--- src/rtl/result_serializer.sv ---
// result_serializer: FIFO-buffered ALU results, emitted as two 16-bit beats per word
// (low half first) over a valid/ready handshake, with a sticky overflow flag.
module result_serializer #(
  parameter int DEPTH = 4
) (
  input  logic                     clk_ula,
  input  logic                     rst,
  input  logic [31:0]              in_data,
  input  logic                     in_valid,
  input  logic                     clr_ovf,
  output logic [15:0]              out_data,
  output logic                     out_valid,
  input  logic                     out_ready,
  output logic                     out_last,
  output logic [$clog2(DEPTH):0]   count,
  output logic                     full,
  output logic                     empty,
  output logic                     overflow,
  output logic [15:0]              words_sent
);
  localparam int AW = $clog2(DEPTH);
  localparam logic [AW:0] FULL_CNT = DEPTH[AW:0];

  typedef enum logic [1:0] {IDLE, LOW, HIGH} state_t;

  state_t          state_q, state_d;
  logic [31:0]     mem_q [DEPTH];
  logic [AW-1:0]   wr_ptr_q, wr_ptr_d, rd_ptr_q, rd_ptr_d;
  logic [AW:0]     count_q, count_d;
  logic [31:0]     hold_q, hold_d;
  logic            overflow_q, overflow_d;
  logic [15:0]     words_sent_q, words_sent_d;
  logic            push, pop, drop, hs_high;

  always_comb begin
    hs_high      = state_q == HIGH && out_ready;
    // the hold register reloads from the FIFO in IDLE or on the final beat's handshake
    pop          = count_q != '0 && (state_q == IDLE || hs_high);
    push         = in_valid && (count_q != FULL_CNT || pop);
    drop         = in_valid && !push;
    wr_ptr_d     = wr_ptr_q + AW'(push);
    rd_ptr_d     = rd_ptr_q + AW'(pop);
    count_d      = count_q + (AW+1)'(push) - (AW+1)'(pop);
    hold_d       = pop ? mem_q[rd_ptr_q] : hold_q;
    overflow_d   = drop || (overflow_q && !clr_ovf);
    words_sent_d = words_sent_q + 16'(hs_high);
    state_d      = pop ? LOW :
                   (state_q == LOW && out_ready) ? HIGH :
                   hs_high ? IDLE : state_q;
  end

  always_ff @(posedge clk_ula or negedge rst) begin
    if (!rst) begin
      state_q      <= IDLE;
      wr_ptr_q     <= '0;
      rd_ptr_q     <= '0;
      count_q      <= '0;
      hold_q       <= '0;
      overflow_q   <= 1'b0;
      words_sent_q <= '0;
    end else begin
      state_q      <= state_d;
      wr_ptr_q     <= wr_ptr_d;
      rd_ptr_q     <= rd_ptr_d;
      count_q      <= count_d;
      hold_q       <= hold_d;
      overflow_q   <= overflow_d;
      words_sent_q <= words_sent_d;
    end
  end

  always_ff @(posedge clk_ula) begin
    if (push) mem_q[wr_ptr_q] <= in_data;
  end

  assign out_valid  = state_q != IDLE;
  assign out_last   = state_q == HIGH;
  assign out_data   = state_q == HIGH ? hold_q[31:16] : state_q == LOW ? hold_q[15:0] : '0;
  assign count      = count_q;
  assign full       = count_q == FULL_CNT;
  assign empty      = count_q == '0;
  assign overflow   = overflow_q;
  assign words_sent = words_sent_q;
endmodule

--- config.mk ---
export PLATFORM = sky130hd
export DESIGN_NAME = result_serializer
export DESIGN_NICKNAME = d
export VERILOG_FILES = /design/src/rtl/result_serializer.sv
export SDC_FILE = /design/constraint.sdc
export NUM_CORES = 1
export LEC_CHECK = 0
export CAP_MARGIN = 20
export CORE_ASPECT_RATIO = 1.75
export CORE_MARGIN = 2
export CORE_UTILIZATION = 35
export CTS_BUF_LIST = sky130_fd_sc_hd__clkbuf_16
export CTS_CLUSTER_SIZE = 28
export DETAILED_ROUTE_END_ITERATION = 7
export PLACE_DENSITY_LB_ADDON = 0.08
export REMOVE_ABC_BUFFERS = 1
export SLEW_MARGIN = 20
export SYNTH_ARGS = -nofsm -noshare
export SYNTH_HDL_FRONTEND = slang
export SYNTH_SLANG_ARGS = --single-unit
--- constraint.sdc ---
create_clock -name clk_ula -period 10.1 [get_ports clk_ula]
set_clock_uncertainty 0.05 [all_clocks]
set_input_delay 3.03 -clock clk_ula [delete_from_list [all_inputs] [get_ports clk_ula]]
set_output_delay 3.03 -clock clk_ula [all_outputs]
set_load 0.05 [all_outputs]
==> run metrics <==
status finished clean; Layout fillers approximately 1,800; DRT antenna net count 0; Initial DRC Count 186; top cell type's share of synthesized area a little over half; Worst EP required 7.02 ns; Pwr Total around 0.0027 W; largest net degree at the start of global routing 59; Yosys warning total 0; Worst slew margin 32.6%; Via density 4.98; met3 WL post-DR 467 um; max cap viols 0; detailed-route via count 3,482; Worst-path clk slew 0.06 ns; CP Launch Point state_q[0]; Initial Util 35.4%; Worst setup EP type primary output; flop and latch count out of synthesis 186; CTS sink cnt 186; combinational group share of total power 34.8%; WL met2 approximately 7600 um; antenna violations before repair 0; vias in the first global route around 3,800; IO Port Bufs 76; DR WL/cell 20.1 um; Final period util about three fifths; Area Growth Syn to Fin 22.5%; Final Hold Vio Count 0; # DRC 0; CP max FO 16; Main synth FF type edfxtp_1; CTS tree yes; storage element area 5300 sq um; post-layout min period 6.01 ns; ys async rst share 31.2%; reg2reg setup slack 7.51 ns; Num CTS Buffers 17; M1 WL 5670 um; total congestion overflow 0; Post-Syn Area per Cell 20.4 sq um; count leader, synth edfxtp_1; gpl congestion 0.731; row cnt 69; Hold Startpoint words_sent[15]; cell taking the most area after synthesis edfxtp_1; Setup TNS Final 0 ns; Setup Buffers After CTS 0; number of flops mapped to enable cells by yosys around 130; Root Buffer clkbuf_16; Die Width 112 um; part of the power in registers 41.5%; Hold Path Class reg -> reg; Area after DPL ~8000 sq um; diode count 0; area of the core 20,200 sq um; P per Cell Area 313 nW/um^2; Commonest cells post-synth 128 x edfxtp_1, 58 x dfrtp_1, 31 x mux4_2; fmax 0.166 GHz; P_leak 3.16 nW; P_sw around 0.00091 W; Internal Power 0.00183 W; worst slew pin tran 1.01 ns; die height a little under 200 um; Setup CP Type reg -> out; drt first pass iters 5; Top Layer Used met4; fin area 8760 sq um; HPWL Detailed about 8200 um; worst skew pair latency ~0.43 ns; Setup-failing EPs final 0; RSZ-0062 raised after global routing false; share of layout cells above drive strength 1 about a quarter; num ports 77; Netlist Area Pre-Place 7150 sq um; part of the power in the clock network 23.7%; first-pass GRT wire length 21,600 um; final wirelength approximately 14,000 um; Distinct cells, synth 32; Total GRT Usage 13.7%; # resized after CTS 0; Multi-input gate area 1740 sq um; Worst IR Drop VDD about 0.17 mV; cts hold-fix bufs 0; CTS H-tree lvls 4; Final Max Slew Viols 0; largest cells by area after synthesis edfxtp_1 54%, dfrtp_1 20%, mux4_2 9.8%, mux2_2 4.6%, a22o_1 2.0%; worst-case clock buffer depth 2; Sw Ratio 33.1%; sequential fraction of the synthesis area 74.1%; reg2reg start state_q[1]; Worst setup SP type flop; Worst Path Arrival 2.93 ns; Die Area about 22,000 sq um; Post-Synthesis Cells 351; # nets final between 400 and 500
[final timing paths]
check                            endpoint  depth (start not counted)
max in group asynchronous     rd_ptr_q[0]                          2
min in group asynchronous        count[2]                          2
hold reg to reg            words_sent[15]                          1
hold / removal             words_sent[15]                          1
setup / recovery              out_data[6]                          3
setup reg to reg             mem_q[1][18]                          5
[cell families (layout without fill, tap and decap cells)]
family | after synthesis | in the layout | share of synthesized area, %
and+or+nand+nor | 36 | 36 | 2.92
xor gates and xnor gates | 18 | 18 | 2.21
adders and majority gates | 6 | 6 | 1.16
DFF | 186 | 186 | 74.1
buffers and inverters | 20 | 120 | 1.87
muxes | 64 | 64 | 15.3
AOI/OAI and AO/OA | 21 | 21 | 2.40
[placed cells by master, fill, tap and decap left out, types with 2 or more instances in the layout]
| master | count |
|---|---|
| a21o_1 | 2 |
| a22o_1 | 16 |
| buf_4 | 7 |
| clkbuf_16 | 20 |
| clkdlybuf4s50_1 | 75 |
| clkinv_2 | 2 |
| dfrtp_1 | 57 |
| edfxtp_1 | 128 |
| ha_1 | 5 |
| inv_1 | 9 |
| inv_2 | 3 |
| mux2_2 | 29 |
| mux2_4 | 3 |
| mux4_2 | 31 |
| nand2_1 | 7 |
| nand3_1 | 5 |
| nand4_1 | 4 |
| nor2_1 | 5 |
| nor3_2 | 2 |
| nor3b_2 | 2 |
| o21ai_0 | 2 |
| xnor2_1 | 9 |
| xor2_1 | 9 |
[power groups by stage]
stage	clock network (W)	logic [W]	registers, W
4_1_cts	0.000667	0.000982	0.00114
2_1_floorplan	0	0.000592	0.00121
5_1_grt	0.000696	0.00102	0.00116
6_report	0.000648	0.000953	0.00114
3_5_place_dp	0	0.000980	0.00116
3_3_place_gp	0	0.000966	0.00115
[final cells by class]
class                           count  area share (%)
Clock buffer                       20            5.72
Clock inverter                     12           0.900
Inverter                            5           0.214
Multi-Input combinational cell    145            19.9
Sequential cell                   186            60.5
Tap cell                          248            3.54
Timing Repair Buffer               83            9.23
[metrics by stage]
step           util (%)  hold WS, ns  setup WS, ns  instances
3_3_place_gp       40.4        0.409          4.31        667
2_1_floorplan         -        0.431          3.62        336
3_5_place_dp       40.5        0.417          4.32        667
4_1_cts            43.3        0.426          3.97        699
6_report           43.3        0.423          4.09        699
5_1_grt            43.3        0.435          3.96        699
[layer usage]
metal  up-vias  track usage (%)
met3        18             3.06
met4         0             5.58
met1      1826             15.8
met2        79             24.7
met5         -                0
li1       1559                -
[worst max-delay path, cell delays in order, from the launching register on]
cell             delay [ns]
dfrtp_1                0.50
nor2b_2                0.87
a22o_1                 0.30
clkdlybuf4s50_1        0.82
[flip-flops by register name, summed over array words and instances (netlist names)]
name	cells
count	3
hold_q	32
mem_q	128
overflow	1
rd_ptr_q	2
state_q	2
words_sent	16
wr_ptr_q	2
No activity file was read; power rests on OpenSTA's default activity.
